**config.mk**
```make
export PLATFORM = sky130hd
export DESIGN_NAME = frame_align_ctrl
export DESIGN_NICKNAME = d
export VERILOG_FILES = /design/src/rtl/frame_align_ctrl_pkg.sv /design/src/rtl/frame_align_ctrl_sat_counter.sv /design/src/rtl/frame_align_ctrl.sv
export SDC_FILE = /design/constraint.sdc
export NUM_CORES = 1
export LEC_CHECK = 0
export CAP_MARGIN = 15
export CELL_PAD_IN_SITES_DETAIL_PLACEMENT = 0
export CELL_PAD_IN_SITES_GLOBAL_PLACEMENT = 1
export CORE_ASPECT_RATIO = 0.9
export CORE_MARGIN = 3
export CORE_UTILIZATION = 40
export CTS_CLUSTER_DIAMETER = 40
export DETAILED_ROUTE_END_ITERATION = 6
export HOLD_SLACK_MARGIN = 0.15
export PLACE_DENSITY_LB_ADDON = 0.25
export SYNTH_ARGS = -nofsm -noshare
export SYNTH_HDL_FRONTEND = slang
export SYNTH_SLANG_ARGS = --single-unit
export TNS_END_PERCENT = 20
```
**constraint.sdc**
```tcl
create_clock -name sample_clk -period 2.45 [get_ports sample_clk]
set_clock_uncertainty 0.15 [all_clocks]
set_input_delay 0.49 -clock sample_clk [delete_from_list [all_inputs] [get_ports sample_clk]]
set_output_delay 0.49 -clock sample_clk [all_outputs]
set_load 0.05 [all_outputs]
```
**src/rtl/frame_align_ctrl_pkg.sv**
```systemverilog
// frame_align_ctrl_pkg: FSM state encoding and default frame pattern for the frame aligner
package frame_align_ctrl_pkg;
  typedef enum logic [2:0] {S_IDLE, S_SETTLE, S_CHECK, S_SLIP, S_LOCKED, S_FAIL} state_t;
  localparam logic [7:0] DEF_FRAME_PATTERN = 8'h0F;
endpackage

```
**src/rtl/frame_align_ctrl_sat_counter.sv**
```systemverilog
// sat_counter: up-counter that sticks at all-ones instead of wrapping
module sat_counter #(
  parameter int W = 16
) (
  input  logic         clk,
  input  logic         rst,
  input  logic         inc,
  input  logic         clr,
  output logic [W-1:0] cnt
);
  always_ff @(posedge clk)
    if (rst || clr) cnt <= '0;
    else if (inc && cnt != '1) cnt <= cnt + 1'b1;
endmodule

```
**src/rtl/frame_align_ctrl.sv**
```systemverilog
// frame_align_ctrl: bitslip sequencer that aligns the ISERDES frame lane and qualifies/monitors lock
module frame_align_ctrl import frame_align_ctrl_pkg::*; #(
  parameter int            DW            = 8,
  parameter logic [DW-1:0] FRAME_PATTERN = DW'(DEF_FRAME_PATTERN),
  parameter int            SETTLE_CYCLES = 16,
  parameter int            MATCH_COUNT   = 32,
  parameter int            ERR_LIMIT     = 4
) (
  input  logic          sample_clk,
  input  logic          reset,
  input  logic          enable,
  input  logic          realign,
  input  logic [DW-1:0] clk_data_in,
  output logic          bitslip,
  output logic          locked,
  output logic          fail,
  output logic [3:0]    slip_cnt,
  output logic [15:0]   frame_err_cnt
);
  localparam int SW = $clog2(SETTLE_CYCLES + 1);
  localparam int MW = $clog2(MATCH_COUNT + 1);
  localparam int EW = $clog2(ERR_LIMIT + 1);
  localparam int TW = $clog2(DW + 1);
  localparam logic [SW-1:0] SETTLE_LAST = SW'(SETTLE_CYCLES - 1);
  localparam logic [MW-1:0] MATCH_LAST  = MW'(MATCH_COUNT - 1);
  localparam logic [EW-1:0] ERR_LAST    = EW'(ERR_LIMIT - 1);
  localparam logic [TW-1:0] TRY_LAST    = TW'(DW - 1);

  state_t        state, state_n;
  logic [DW-1:0] data_q;
  logic [SW-1:0] settle_cnt, settle_n;
  logic [MW-1:0] match_cnt, match_n;
  logic [EW-1:0] consec, consec_n;
  logic [TW-1:0] tries, tries_n;
  logic [3:0]    slip_n;
  logic          locked_n, fail_n, err_inc, match;

  assign match = data_q == FRAME_PATTERN;

  always_comb begin
    state_n  = state;
    settle_n = '0;
    match_n  = '0;
    consec_n = '0;
    tries_n  = tries;
    slip_n   = slip_cnt;
    locked_n = locked;
    fail_n   = fail;
    err_inc  = 1'b0;
    if (!enable) begin
      state_n  = S_IDLE;
      locked_n = 1'b0;
      fail_n   = 1'b0;
    end else if (realign && state != S_IDLE) begin
      state_n  = S_SETTLE;
      locked_n = 1'b0;
      fail_n   = 1'b0;
      slip_n   = '0;
      tries_n  = '0;
    end else begin
      case (state)
        S_IDLE: begin
          state_n = S_SETTLE;
          slip_n  = '0;
          tries_n = '0;
        end
        S_SETTLE: begin
          settle_n = settle_cnt == SETTLE_LAST ? '0 : settle_cnt + 1'b1;
          state_n  = settle_cnt == SETTLE_LAST ? S_CHECK : S_SETTLE;
        end
        S_CHECK:
          if (match) begin
            match_n = match_cnt == MATCH_LAST ? '0 : match_cnt + 1'b1;
            if (match_cnt == MATCH_LAST) begin
              state_n  = S_LOCKED;
              locked_n = 1'b1;
            end
          end else if (tries < TRY_LAST) state_n = S_SLIP;
          else begin
            state_n = S_FAIL;
            fail_n  = 1'b1;
          end
        S_SLIP: begin
          state_n = S_SETTLE;
          slip_n  = slip_cnt + 1'b1;
          tries_n = tries + 1'b1;
        end
        S_LOCKED:
          if (!match) begin
            err_inc  = 1'b1;
            consec_n = consec == ERR_LAST ? '0 : consec + 1'b1;
            if (consec == ERR_LAST) begin
              state_n  = S_CHECK;
              locked_n = 1'b0;
              tries_n  = '0;
            end
          end
        default: ;
      endcase
    end
  end

  always_ff @(posedge sample_clk)
    if (reset) begin
      state      <= S_IDLE;
      data_q     <= '0;
      settle_cnt <= '0;
      match_cnt  <= '0;
      consec     <= '0;
      tries      <= '0;
      slip_cnt   <= '0;
      locked     <= 1'b0;
      fail       <= 1'b0;
      bitslip    <= 1'b0;
    end else begin
      state      <= state_n;
      data_q     <= clk_data_in;
      settle_cnt <= settle_n;
      match_cnt  <= match_n;
      consec     <= consec_n;
      tries      <= tries_n;
      slip_cnt   <= slip_n;
      locked     <= locked_n;
      fail       <= fail_n;
      bitslip    <= state_n == S_SLIP;
    end

  sat_counter #(.W(16)) u_err_cnt (
    .clk(sample_clk),
    .rst(reset),
    .inc(err_inc),
    .clr(1'b0),
    .cnt(frame_err_cnt)
  );
endmodule

```
After elaboration in Yosys (flattened, before gate mapping). Cells that the tools add are included.

Output and inout port bits: 23. Register bits: 52. Word-level logic and storage cells: 80.

Bitwise operators: 6. Reductions and logical operators: 16. $add $sub $neg: 6. Muxes and demuxes: 24. Equality and inequality tests: 16. Magnitude comparators: 1.

Operators with widths (number): 2-to-1 mux 3 bit (7); adder 16 x 1 -> 16 bit, second input constant (1); 2-to-1 mux 4 bit (4); != test 16 bit, second input constant (1); == test 3 x 2 -> 1 bit, second input constant (4); case mux 3 bit (4 select lines) (1); case mux 4 bit (3 select lines) (1); OR reduction 6 bit (2); adder 4 x 1 -> 4 bit, second input constant (2); == test 8 x 4 -> 1 bit, second input constant (1); 2-to-1 mux 1 bit (8); != test 2 bit, second input constant (4); case mux 4 bit (2 select lines) (1); adder 6 x 1 -> 6 bit, second input constant (1); == test 6 x 5 -> 1 bit, second input constant (1); != test 3 bit, second input constant (2); inverter 1 bit (6); nonzero test 3 bit (2); adder 5 x 1 -> 5 bit, second input constant (1); == test 5 x 4 -> 1 bit, second input constant (1); AND reduction 5 bit (1); OR reduction 5 bit (1); < comparator 4 x 3 -> 1 bit, second input constant (1); AND reduction 4 bit (1); other kinds (13) (14).

Depth between registers and ports, before layout.
Depth after elaboration: 7. Mapped depth: 7. Gate-level depth less buffers: 7.

Modules after synthesis. A second synthesis with hierarchy kept.

Cells, all modules: 266. Area, all modules: 2386.0 um^2.

By module, submodules not included: frame_align_ctrl (seq. area each 720.7 um^2, instances 1, cells each 171, area an instance 1539.0 um^2); sat_counter (seq. area each 320.3 um^2, instances 1, cells each 95, area an instance 847.1 um^2).

Worst setup path after synthesis. No wires, ideal clock.

Kind: flip-flop to flip-flop. Start point: reg u_err_cnt.cnt[0]. End point: reg u_err_cnt.cnt[9]. Data required time: 2179 ps. Arrival: 2361 ps. Setup slack: -182 ps. Stages on the path, launching flop included: 7. Path through: dfxtp_1 > ha_1 > nand3_1 > nor4_1 > nor2_1 > nand4_1 > mux2_2.

Word-level cells in the longest chain between the ends: 2. Elaborated cells between the ends (all ways): 3. Classes of those cells: add/sub (1); eq/ne (1); reduce/logical (1).

RTL lines: start, declared (RTL line frame_align_ctrl_sat_counter.sv:9) `output logic [W-1:0] cnt`; start signal, assigned (RTL line frame_align_ctrl_sat_counter.sv:13) `else if (inc && cnt != '1) cnt <= cnt + 1'b1;`; branches (longest 2 deep; another with adder 16 x 1 -> 16 bit).

Several ways; the timed one is not identified. A chain may end at the register's enable or synchronous reset.

Final worst setup path.
Start point: reg u_err_cnt.cnt[4]. End point: out frame_err_cnt[4].

RTL lines: end, declared (RTL line frame_align_ctrl.sv:18) `output logic [15:0] frame_err_cnt`.

No word-level cell between the ends.

==> impl_metrics.toml <==
[power_and_ir_drop]
max-vdd-ir-drop_v = 0.0003574
power_density_nw_per_um2 = 487.3
p_leak_nw = 1.033

[floorplan]
die_area_um2 = 6824
pin_count = 35
fp.dieH_um = 78.67
row_count = 25
die_w_um = 86.75
core_um2 = 5474
initial_core_util_pct = 42.88

[setup_path]
crit_end = "frame_err_cnt[4]"
cp_num_cells = 1
critPathMaxStageDelay_ns = 0.85
crit_buf_inv = 1
crit_path_end_kind = "output port"
critPathLaunch = "u_err_cnt.cnt[4]$_SDFFE_PP0P_"
crit_type = "register to output port"
worstReg2RegEnd = "match_cnt[3]$_SDFF_PP0_"
critPathLaunchType = "register"
critPathMaxFanout = 8
crit_path_cell_trace = "clkdlybuf4s50_1"
ff2ff_path_depth = 4
timing.rr.start = "data_q[5]$_SDFF_PP0_"
reg2reg_slack_ns = 0.29
cp.arrival_ns = 1.61
critPathSlowestCell = "clkdlybuf4s50_1"
crit_family = "buffers and inverters"
cp.required_ns = 1.81

[drt]
via_count = 1965
wl_per_cell_um = 12.19
wl_um = 4694
first_pass_iters = 4
via_per_inst = 5.104
drt_iter0_drc = 125
drcViolationCount = 0
ant_nets = 0

[cts]
cts_tree = "built"
insertion_delay_ns = 0.29
ctsResizeCount = 0
cts_buffers = 5
clkSinkCount = 52
cts-root-buf = "clkbuf_8"
cts_setup_buffers = 0
clockBufferDepth = 2
ctsHoldBuffers = 0
clk_pin_slew_ns = 0.09
cts-htree-levels = 2

[grt]
antenna_found_initial = 0
grt_usage_pct = 14.49
grt_pass1_vias = 1753
grt_max_degree = 36
overflow = 0
grt_pass1_wl_um = 8107

[job]
drv_cap = 0

[layout]
finalInstanceArea_um2 = 2932
drive_gt1_share_pct = 9.434
fin_cells = 385
num_antenna_cells = 0
nNetsFinal = 338
area_growth_pct = 24.89

[sta]
rsz0062_at_grt = "false"
setup_violations = 0
finalMaxSlewViolations = 0
max_slew.worst_pin.slew_ns = 0.5017
fmax_mhz = 443.6
period_needed_ns = 2.254
hold_viol_final = 0
slew_headroom_pct = 66.45
min_period_over_period_pct = 92.02

[synth]
synth-seq-area-share_pct = 44.35
synthCells = 275
synth_area_um2 = 2347
async_reset_ff_share_pct = 0
ys_ff_latch = 52
ys.flop_type = "dfxtp_1"
synth_cell_types = 46
syn_area_per_cell_um2 = 8.535
synth_edf_count = 0
yosys.area.top_type = "dfxtp_1"
synth_area_leaders = "dfxtp_1, nor2_1, xnor2_1"
yosys_warnings = 0
synth_top_area_share_pct = 44.35
synth_fp_nets = 295

[place]
portBuffers = 34
placed_cells = 378
dpl_cell_area_um2 = 2835
hpwl_um = 3557
place.gp.congestion = 0.8151

[worst_hold_path]
min_path_type = "register to register"
hold_depth = 1

[status]
status = "completed"
==> worst min-delay path by stage <==
stage / startpoint / end / slack [ns]
final: consec[0]$_SDFF_PP0_ / consec[0]$_SDFF_PP0_ / 0.28
after global routing: consec[0]$_SDFF_PP0_ / consec[0]$_SDFF_PP0_ / 0.29
after CTS: consec[0]$_SDFF_PP0_ / consec[0]$_SDFF_PP0_ / 0.28
after detailed placement: consec[0]$_SDFF_PP0_ / consec[0]$_SDFF_PP0_ / 0.27
after global placement: consec[0]$_SDFF_PP0_ / consec[0]$_SDFF_PP0_ / 0.26
after floorplan: consec[0]$_SDFF_PP0_ / consec[0]$_SDFF_PP0_ / 0.25
==> metrics by stage <==
stage	power (mW)	setup TNS (ns)	setup WS, ns	utilization [%]	hold slack (ns)
after floorplan	0.9078	0	0.01697	-	0.2491
after global placement	0.9397	-0.07354	-0.02433	51.79	0.2573
after detailed placement	0.9394	-0.4012	-0.08710	51.79	0.2683
after CTS	1.452	0	0.1987	53.55	0.2818
after global routing	1.487	0	0.06177	53.55	0.2895
final	1.428	0	0.1956	53.55	0.2845
==> synth_stat cells (2+ instances only) <==
| master | instances |
|---|---|
| or2_2 | 2 |
| and3b_1 | 2 |
| nand3_1 | 10 |
| nor2_1 | 45 |
| and2_1 | 2 |
| nor3_1 | 11 |
| dfxtp_1 | 52 |
| clkbuf_1 | 9 |
| a31oi_1 | 5 |
| nand2_1 | 20 |
| or3_1 | 4 |
| o2111ai_1 | 3 |
| ha_1 | 8 |
| nor2b_1 | 12 |
| and4_1 | 2 |
| a21oi_1 | 13 |
| nand4_1 | 8 |
| nand2b_1 | 2 |
| a21o_1 | 2 |
| xor2_1 | 3 |
| xnor2_1 | 14 |
| nor4_1 | 4 |
| and3_1 | 3 |
| inv_1 | 7 |
| mux2_2 | 2 |
| o22ai_1 | 2 |
| o21ai_0 | 8 |
| mux2i_1 | 2 |
==> area by class of cell <==
type,count,area (um2)
fillers,523,2542
inverters,7,26.28
multi-input cells,204,1239
repair buffers,48,445.4
flip-flops and latches,52,1041
well taps,67,83.83
clock buffers,7,96.34
==> metal layers <==
layer | vias up | GRT usage, % | wire length (um)
li1 | 1047 | - | -
met1 | 878 | 21.16 | 2498
met2 | 36 | 21.02 | 1964
met3 | 4 | 3.882 | 189
met4 | 0 | 3.427 | 41
met5 | - | 0 | 0
==> logic make-up (layout without fill, tap and decap cells) <==
| kind of cell | count (synthesis) | after routing | synth area share, % |
|---|---|---|---|
| AND/OR/NAND/NOR | 136 | 136 | 29.96 |
| multiplexers | 4 | 4 | 1.812 |
| AO/OA/AOI/OAI | 39 | 39 | 10.13 |
| adder cells (fa/ha/maj) | 8 | 8 | 4.265 |
| XOR/XNOR | 17 | 17 | 6.344 |
| buffers and inverters | 19 | 62 | 3.145 |
| flip-flops | 52 | 52 | 44.35 |
==> power by group <==
part	leakage (nW)	internal [mW]	switching (mW)
Clock	0.0503	0.252	0.257
Sequential	0.421	0.853	0.00437
Combinational	0.561	0.0317	0.0304
Total	1.03	1.14	0.292
==> registers in the layout, summed over array words and instances (netlist names) <==
register	count
bitslip	1
consec	3
data_q	8
fail	1
locked	1
match_cnt	6
settle_cnt	5
slip_cnt	4
state	3
tries	4
u_err_cnt.cnt	16
==> layout by cell type (no fill, tap or decap), drive strengths merged, types with 3 or more instances in the layout <==
master,count
nor2,45
xor2,3
nand2,20
and3,3
nand4,8
nor3,11
o2111ai,3
clkdlybuf4s50,34
dfxtp,52
nand3,10
a31oi,5
inv,7
or3,4
ha,8
or2,3
o21ai,8
xnor2,14
nor4,4
nor2b,12
clkbuf,7
a21oi,13
buf,14
No activity file was read; power rests on OpenSTA's default activity.
